$ cat src/rtl/cache_req_sequencer_if.sv
// Request, response and cache-side signals of the cache request sequencer.
// The slave modport is the sequencer; the master modport is the CPU and cache around it.
interface cache_req_sequencer_if #(
  parameter int ADDR_WIDTH = 11,
  parameter int DATA_WIDTH = 11
) ();
  logic                  req_valid;
  logic                  req_ready;
  logic [ADDR_WIDTH-1:0] req_addr;
  logic                  rsp_valid;
  logic                  rsp_ready;
  logic [DATA_WIDTH-1:0] rsp_data;
  logic [1:0]            rsp_level;
  logic [ADDR_WIDTH-1:0] cache_addr;
  logic                  cache_read;
  logic [DATA_WIDTH-1:0] cache_read_data;
  logic                  cache_l1_hit;
  logic                  cache_l2_hit;

  modport slave (
    input  req_valid, req_addr, rsp_ready, cache_read_data, cache_l1_hit, cache_l2_hit,
    output req_ready, rsp_valid, rsp_data, rsp_level, cache_addr, cache_read
  );

  modport master (
    output req_valid, req_addr, rsp_ready, cache_read_data, cache_l1_hit, cache_l2_hit,
    input  req_ready, rsp_valid, rsp_data, rsp_level, cache_addr, cache_read
  );
endinterface

$ cat src/rtl/cache_req_sequencer.sv
// Buffers CPU load requests, issues one read strobe per request to the L1/L2 cache,
// returns data plus hit level, and keeps saturating access/hit/miss counters.
module cache_req_sequencer #(
  parameter int ADDR_WIDTH = 11,
  parameter int DATA_WIDTH = 11,
  parameter int FIFO_DEPTH = 4,
  parameter int CNT_WIDTH  = 16
) (
  input  logic                 clk,
  input  logic                 rst,
  cache_req_sequencer_if.slave bus,
  input  logic                 stat_clear,
  output logic [CNT_WIDTH-1:0] stat_accesses,
  output logic [CNT_WIDTH-1:0] stat_l1_hits,
  output logic [CNT_WIDTH-1:0] stat_l2_hits,
  output logic [CNT_WIDTH-1:0] stat_misses,
  output logic                 busy
);
  localparam int PTR_W = $clog2(FIFO_DEPTH);

  typedef enum logic [1:0] {IDLE, ISSUE, CAPTURE, RESP} state_t;

  state_t                state_reg, state_next;
  logic [ADDR_WIDTH-1:0] fifo_mem [FIFO_DEPTH];
  logic [PTR_W-1:0]      wr_ptr_reg, rd_ptr_reg;
  logic [PTR_W:0]        count_reg;
  logic                  fifo_empty, fifo_full, push, pop;
  logic [ADDR_WIDTH-1:0] cur_addr_reg;
  logic                  rsp_valid_reg;
  logic [DATA_WIDTH-1:0] rsp_data_reg;
  logic [1:0]            rsp_level_reg;
  logic                  capture;
  logic [3:0]            inc;

  assign fifo_empty    = (count_reg == '0);
  assign fifo_full     = (count_reg == (PTR_W+1)'(FIFO_DEPTH));
  assign push          = bus.req_valid && !fifo_full;
  assign bus.req_ready = !fifo_full;

  assign bus.cache_read = (state_reg == ISSUE);
  assign bus.cache_addr = cur_addr_reg;
  assign bus.rsp_valid  = rsp_valid_reg;
  assign bus.rsp_data   = rsp_data_reg;
  assign bus.rsp_level  = rsp_level_reg;
  assign busy           = (state_reg != IDLE) || !fifo_empty;

  // Storage array carries no reset so it can map onto distributed/block RAM.
  always_ff @(posedge clk) begin
    if (push)
      fifo_mem[wr_ptr_reg] <= bus.req_addr;
  end

  always_ff @(posedge clk or posedge rst) begin
    if (rst) begin
      wr_ptr_reg <= '0;
      rd_ptr_reg <= '0;
      count_reg  <= '0;
    end else begin
      if (push)
        wr_ptr_reg <= wr_ptr_reg + PTR_W'(1);
      if (pop)
        rd_ptr_reg <= rd_ptr_reg + PTR_W'(1);
      case ({push, pop})
        2'b10:   count_reg <= count_reg + (PTR_W+1)'(1);
        2'b01:   count_reg <= count_reg - (PTR_W+1)'(1);
        default: count_reg <= count_reg;
      endcase
    end
  end

  always_ff @(posedge clk or posedge rst) begin
    if (rst)
      state_reg <= IDLE;
    else
      state_reg <= state_next;
  end

  always_comb begin
    state_next = state_reg;
    pop        = 1'b0;
    case (state_reg)
      IDLE: begin
        if (!fifo_empty) begin
          pop        = 1'b1;
          state_next = ISSUE;
        end
      end
      ISSUE:   state_next = CAPTURE;
      CAPTURE: state_next = RESP;
      RESP: begin
        // Chain straight into the next issue to keep the 3-cycle response cadence.
        if (bus.rsp_ready) begin
          if (!fifo_empty) begin
            pop        = 1'b1;
            state_next = ISSUE;
          end else begin
            state_next = IDLE;
          end
        end
      end
      default: state_next = IDLE;
    endcase
  end

  always_ff @(posedge clk or posedge rst) begin
    if (rst) begin
      cur_addr_reg  <= '0;
      rsp_valid_reg <= 1'b0;
      rsp_data_reg  <= '0;
      rsp_level_reg <= 2'd0;
    end else begin
      if (pop)
        cur_addr_reg <= fifo_mem[rd_ptr_reg];
      if (state_reg == CAPTURE) begin
        rsp_valid_reg <= 1'b1;
        rsp_data_reg  <= bus.cache_read_data;
        rsp_level_reg <= bus.cache_l1_hit ? 2'd0 : (bus.cache_l2_hit ? 2'd1 : 2'd2);
      end else if (state_reg == RESP && bus.rsp_ready) begin
        rsp_valid_reg <= 1'b0;
      end
    end
  end

  // Counter order: accesses, L1 hits, L2 hits, memory fills.
  assign capture = (state_reg == CAPTURE);
  assign inc[0]  = capture;
  assign inc[1]  = capture && bus.cache_l1_hit;
  assign inc[2]  = capture && !bus.cache_l1_hit && bus.cache_l2_hit;
  assign inc[3]  = capture && !bus.cache_l1_hit && !bus.cache_l2_hit;

  generate
    for (genvar gi = 0; gi < 4; gi++) begin : g_stat
      logic [CNT_WIDTH-1:0] cnt_reg;
      always_ff @(posedge clk or posedge rst) begin
        if (rst)
          cnt_reg <= '0;
        else if (stat_clear)
          cnt_reg <= '0;
        else if (inc[gi] && cnt_reg != '1)
          cnt_reg <= cnt_reg + CNT_WIDTH'(1);
      end
    end
  endgenerate

  assign stat_accesses = g_stat[0].cnt_reg;
  assign stat_l1_hits  = g_stat[1].cnt_reg;
  assign stat_l2_hits  = g_stat[2].cnt_reg;
  assign stat_misses   = g_stat[3].cnt_reg;
endmodule

$ cat src/flat_wrapper.sv
// flat-port wrapper written by rule: the top's interface ports become plain ports
module cache_req_sequencer_flat 
#(
  parameter int ADDR_WIDTH = 11,
  parameter int DATA_WIDTH = 11,
  parameter int FIFO_DEPTH = 4,
  parameter int CNT_WIDTH  = 16
)
  (clk, rst, stat_clear, stat_accesses, stat_l1_hits, stat_l2_hits, stat_misses, busy, bus_req_valid, bus_req_addr, bus_rsp_ready, bus_cache_read_data, bus_cache_l1_hit, bus_cache_l2_hit, bus_req_ready, bus_rsp_valid, bus_rsp_data, bus_rsp_level, bus_cache_addr, bus_cache_read);
  cache_req_sequencer_if #(.ADDR_WIDTH(ADDR_WIDTH), .DATA_WIDTH(DATA_WIDTH)) bus_i ();
  input  logic clk;
  input  logic rst;
  input  logic stat_clear;
  output logic [CNT_WIDTH-1:0] stat_accesses;
  output logic [CNT_WIDTH-1:0] stat_l1_hits;
  output logic [CNT_WIDTH-1:0] stat_l2_hits;
  output logic [CNT_WIDTH-1:0] stat_misses;
  output logic busy;
  input wire logic [$bits(bus_i.req_valid)-1:0] bus_req_valid;
  input wire logic [$bits(bus_i.req_addr)-1:0] bus_req_addr;
  input wire logic [$bits(bus_i.rsp_ready)-1:0] bus_rsp_ready;
  input wire logic [$bits(bus_i.cache_read_data)-1:0] bus_cache_read_data;
  input wire logic [$bits(bus_i.cache_l1_hit)-1:0] bus_cache_l1_hit;
  input wire logic [$bits(bus_i.cache_l2_hit)-1:0] bus_cache_l2_hit;
  output wire logic [$bits(bus_i.req_ready)-1:0] bus_req_ready;
  output wire logic [$bits(bus_i.rsp_valid)-1:0] bus_rsp_valid;
  output wire logic [$bits(bus_i.rsp_data)-1:0] bus_rsp_data;
  output wire logic [$bits(bus_i.rsp_level)-1:0] bus_rsp_level;
  output wire logic [$bits(bus_i.cache_addr)-1:0] bus_cache_addr;
  output wire logic [$bits(bus_i.cache_read)-1:0] bus_cache_read;
  assign bus_i.req_valid = bus_req_valid;
  assign bus_i.req_addr = bus_req_addr;
  assign bus_i.rsp_ready = bus_rsp_ready;
  assign bus_i.cache_read_data = bus_cache_read_data;
  assign bus_i.cache_l1_hit = bus_cache_l1_hit;
  assign bus_i.cache_l2_hit = bus_cache_l2_hit;
  assign bus_req_ready = bus_i.req_ready;
  assign bus_rsp_valid = bus_i.rsp_valid;
  assign bus_rsp_data = bus_i.rsp_data;
  assign bus_rsp_level = bus_i.rsp_level;
  assign bus_cache_addr = bus_i.cache_addr;
  assign bus_cache_read = bus_i.cache_read;
  cache_req_sequencer #(.ADDR_WIDTH(ADDR_WIDTH), .DATA_WIDTH(DATA_WIDTH), .FIFO_DEPTH(FIFO_DEPTH), .CNT_WIDTH(CNT_WIDTH)) u_core (.clk(clk), .rst(rst), .bus(bus_i), .stat_clear(stat_clear), .stat_accesses(stat_accesses), .stat_l1_hits(stat_l1_hits), .stat_l2_hits(stat_l2_hits), .stat_misses(stat_misses), .busy(busy));
endmodule
$ cat config.mk
export PLATFORM = sky130hd
export DESIGN_NAME = cache_req_sequencer_flat
export DESIGN_NICKNAME = d
export VERILOG_FILES = /design/src/rtl/cache_req_sequencer_if.sv /design/src/rtl/cache_req_sequencer.sv /design/src/flat_wrapper.sv
export SDC_FILE = /design/constraint.sdc
export NUM_CORES = 1
export LEC_CHECK = 0
export CAP_MARGIN = 20
export CORE_MARGIN = 5
export CORE_UTILIZATION = 59
export CTS_BUF_LIST = sky130_fd_sc_hd__clkbuf_2 sky130_fd_sc_hd__clkbuf_4 sky130_fd_sc_hd__clkbuf_8
export DETAILED_ROUTE_END_ITERATION = 16
export GPL_TIMING_DRIVEN = 0
export PLACE_DENSITY = 0.88
export SKIP_CTS_REPAIR_TIMING = 1
export SYNTH_ARGS = -nofsm -noshare
export SYNTH_HDL_FRONTEND = slang
export SYNTH_SLANG_ARGS = --single-unit
$ cat constraint.sdc
create_clock -name clk -period 7.6 [get_ports clk]
set_input_delay 1.52 -clock clk [delete_from_list [all_inputs] [get_ports clk]]
set_output_delay 1.52 -clock clk [all_outputs]
set_load 0.01 [all_outputs]
==> results.json <==
{
  "status": "finished clean",
  "critPathBufInv": 3,
  "tightest_slew_ns": 0.766,
  "crit_top_cell": "xor2_1",
  "yosysSeqAreaShare_pct": 56.6,
  "startpoint": "bus_rsp_ready",
  "die_h_um": 116,
  "drive_above_1_share_pct": 12.3,
  "initialDrtViolationCount": 490,
  "area_delta_synth_final_pct": 26.6,
  "rows": 38,
  "skew_ns": 0.00994,
  "total_power_mw": 2.37,
  "cts_tree": "yes",
  "grt_max_degree": 57,
  "finalMaxSlewViolations": 0,
  "crit_type": "in2reg",
  "worstPathMaxFanout": 10,
  "crit_chain": "clkdlybuf4s50_1, a21oi_1, nor3_1, buf_2, ha_1, inv_1, fa_1, xor2_1, nor2_1, xor2_1",
  "dr.pass1.iters": 8,
  "critPathTopFamily": "buffers and inverters",
  "arrival_ns": 4.33,
  "antenna_found_initial": 0,
  "post_drt_wl_per_cell_um": 19.6,
  "grt_setup_unrepaired": "no",
  "viasPerCell": 6.36,
  "regMostFlops": "u_core.fifo_mem",
  "endpoint_kind": "flop",
  "antennaDiodeCount": 0,
  "maxCapViolCount": 0,
  "fin_tns_setup_ns": 0,
  "largest_reg_flops": 44,
  "crit_end": "u_core.count_reg[2]",
  "max_stage_delay_ns": 0.59,
  "dieArea_mm2": 0.0135,
  "synthesis.area_mm2": 0.00666,
  "worstSkewPairLatency_ns": 0.44,
  "fin_nets": 733,
  "dp_hpwl_um": 11600,
  "reg2reg_to": "u_core.count_reg[2]",
  "vias": 5357,
  "drtAntennaViolNets": 0,
  "ctsHtreeMaxLevel": 4,
  "routabilityCongestion": 0.811,
  "timing.rr.start": "u_core.state_reg[0]",
  "max_freq_ghz": 0.251,
  "boundaryPins": 121,
  "power.leakage_nw": 3.17,
  "clock_path_buffers": 2,
  "hold_violations": 0,
  "ys_warn_count": 0,
  "path_depth": 10,
  "crit_required_ns": 7.95,
  "synth_edf_count": 44,
  "track_usage_pct": 25.5,
  "yosys.cell_types.count": 58,
  "reg2reg_slack_ns": 4.42,
  "ys_async_sr_fraction_pct": 69.0,
  "clkSinkCount": 142,
  "fin_crit_sh_pct": 52.3,
  "cts_root_buffer": "clkbuf_8",
  "crit_path_top_delay_cell": "nor3_1",
  "drc": 0,
  "synth_nets": 595,
  "chipWidth_um": 116,
  "timing.slew.headroom_pct": 48.5,
  "grt_pass1_vias": 5253,
  "hold_path_class": "reg2reg",
  "grt_overflow": 0,
  "core_area_mm2": 0.0109,
  "fillerInstances": 708,
  "r2r_cells": 10,
  "pwr_density_cell_mw_per_mm2": 281,
  "portBuffers": 118,
  "clk_pin_slew_ns": 0.08,
  "setup_viol_count_final": 0,
  "start_util_pct": 60.9,
  "setup.worst_path.start_class": "input pin",
  "synth-seq-cells": 142,
  "vdd_drop_max_mv": 0.265,
  "grt_pass1_wl_um": 26800,
  "syn_avg_cell_area_um2": 12.1,
  "numCtsBuffers": 17,
  "period_minus_slack_ns": 3.98,
  "synthFlopType": "dfrtp_1",
  "finalWirelength_um": 16500,
  "syn_inst": 551
}
synthesized netlist by cell type (2+ instances only):
cell / number / area [um^2]
nand3_1: 22 / 110
buf_1: 2 / 7.51
xor2_1: 7 / 61.3
inv_1: 17 / 63.8
xnor2_1: 5 / 43.8
nor2b_1: 3 / 18.8
nor4_1: 4 / 25.0
nand2_1: 31 / 116
or4_1: 21 / 158
buf_4: 2 / 15.0
edfxtp_1: 44 / 1320
clkbuf_1: 10 / 37.5
nor2_1: 18 / 67.6
or3b_1: 2 / 17.5
nand2b_1: 2 / 12.5
dfrtp_1: 98 / 2450
a21oi_1: 49 / 245
nor3_1: 7 / 35.0
o21ai_0: 24 / 120
o41ai_1: 3 / 26.3
o31ai_1: 21 / 158
buf_2: 4 / 20.0
ha_1: 14 / 175
mux4_2: 11 / 248
nor4_2: 2 / 25.0
and3_1: 11 / 68.8
nand4_1: 23 / 144
o21ai_1: 4 / 20.0
or3_1: 23 / 144
mux2i_1: 4 / 40.0
o311ai_1: 3 / 26.3
mux2_2: 24 / 270
nand4_2: 2 / 25.0
and4_1: 10 / 87.6
cells by family after synthesis:
logic type / synth area share, %
buffers and inverters: 2.33
muxes: 8.54
adders and majority gates: 2.93
DFF: 56.6
AOI/OAI and AO/OA: 10.7
xor gates and xnor gates: 1.58
and+or+nand+nor: 17.3
cell type report:
class                      instances  area (um^2)  share of cell area [%]
sequential                       142         3770                    44.7
tap                              140          175                    2.08
clock inverter                    14          145                    1.72
inverter                          17         66.3                   0.786
buffer                            19         91.3                    1.08
multi-input combinational        373         2740                    32.4
clock buffer                      18          241                    2.86
timing repair buffer             119         1210                    14.3
worst register-to-register path, delay by kind of cell, from the launching register on:
| family | cells | cell delay [ns] |
|---|---|---|
| adders and majority gates | 3 | 0.95 |
| and+or+nand+nor | 2 | 0.77 |
| DFF | 1 | 0.40 |
| buffers and inverters | 3 | 0.62 |
| xor gates and xnor gates | 2 | 0.36 |
power by group:
part | switching, mW | internal [mW]
clock | 0.318 | 0.275
sequential | 0.0919 | 0.945
combinational | 0.357 | 0.388
total | 0.767 | 1.61
metrics by stage:
| stage | area (um^2) | utilization [%] | hold WS, ns | worst slack (ns) | cells |
|---|---|---|---|---|---|
| floorplan | 6660 | - | 0.465 | 3.52 | 551 |
| global placement | 8020 | 73.3 | 0.466 | 2.02 | 809 |
| detailed placement | 8050 | 73.6 | 0.474 | 3.25 | 810 |
| CTS | 8440 | 77.2 | 0.499 | 3.62 | 842 |
| global route | 8440 | 77.2 | 0.531 | 3.50 | 842 |
| finish | 8440 | 77.2 | 0.505 | 3.62 | 842 |
how the worst min path moves through the flow:
stage,cells past startpoint,slack (ns),start,endpoint
after global routing,1,0.53,u_core.bus.rsp_data[1],u_core.bus.rsp_data[1]
after CTS,1,0.50,u_core.bus.rsp_valid,u_core.bus.rsp_valid
after detailed placement,1,0.47,u_core.bus.rsp_valid,u_core.bus.rsp_valid
after global placement,1,0.47,u_core.bus.rsp_valid,u_core.bus.rsp_valid
final,1,0.50,u_core.bus.rsp_valid,u_core.bus.rsp_valid
after floorplan,1,0.46,u_core.count_reg[2],u_core.count_reg[2]
cells in the final DEF, fill, tap and decap left out, types with 3 or more instances in the layout:
master and instances:
dfrtp_1 98, inv_1 16, edfxtp_1 44, clkbuf_1 10, ha_1 14, mux4_2 11, a21oi_1 49, o311ai_1 3
inv_6 6, nand3_1 22, nand4_1 23, and3_1 11, o21ai_0 24, mux2i_1 4, and4_1 10, o41ai_1 3
nor2b_1 3, mux2_2 24, buf_2 4, clkbuf_8 17, nor3_1 7, clkdlybuf4s50_1 118, xor2_1 7, or3_1 23
o31ai_1 21, nor2_1 18, or4_1 21, xnor2_1 5, nand2_1 31, nor4_1 4, inv_8 3, o21ai_1 4
layer usage:
layer / vias to the layer above / wire, um / GRT usage, %
met5: - / 0 / 0
met4: 0 / 343 / 9.82
met3: 30 / 1260 / 6.48
met2: 258 / 8330 / 42.0
met1: 2640 / 6610 / 32.9
li1: 2429 / - / -
(Power assumes the default switching activity.)
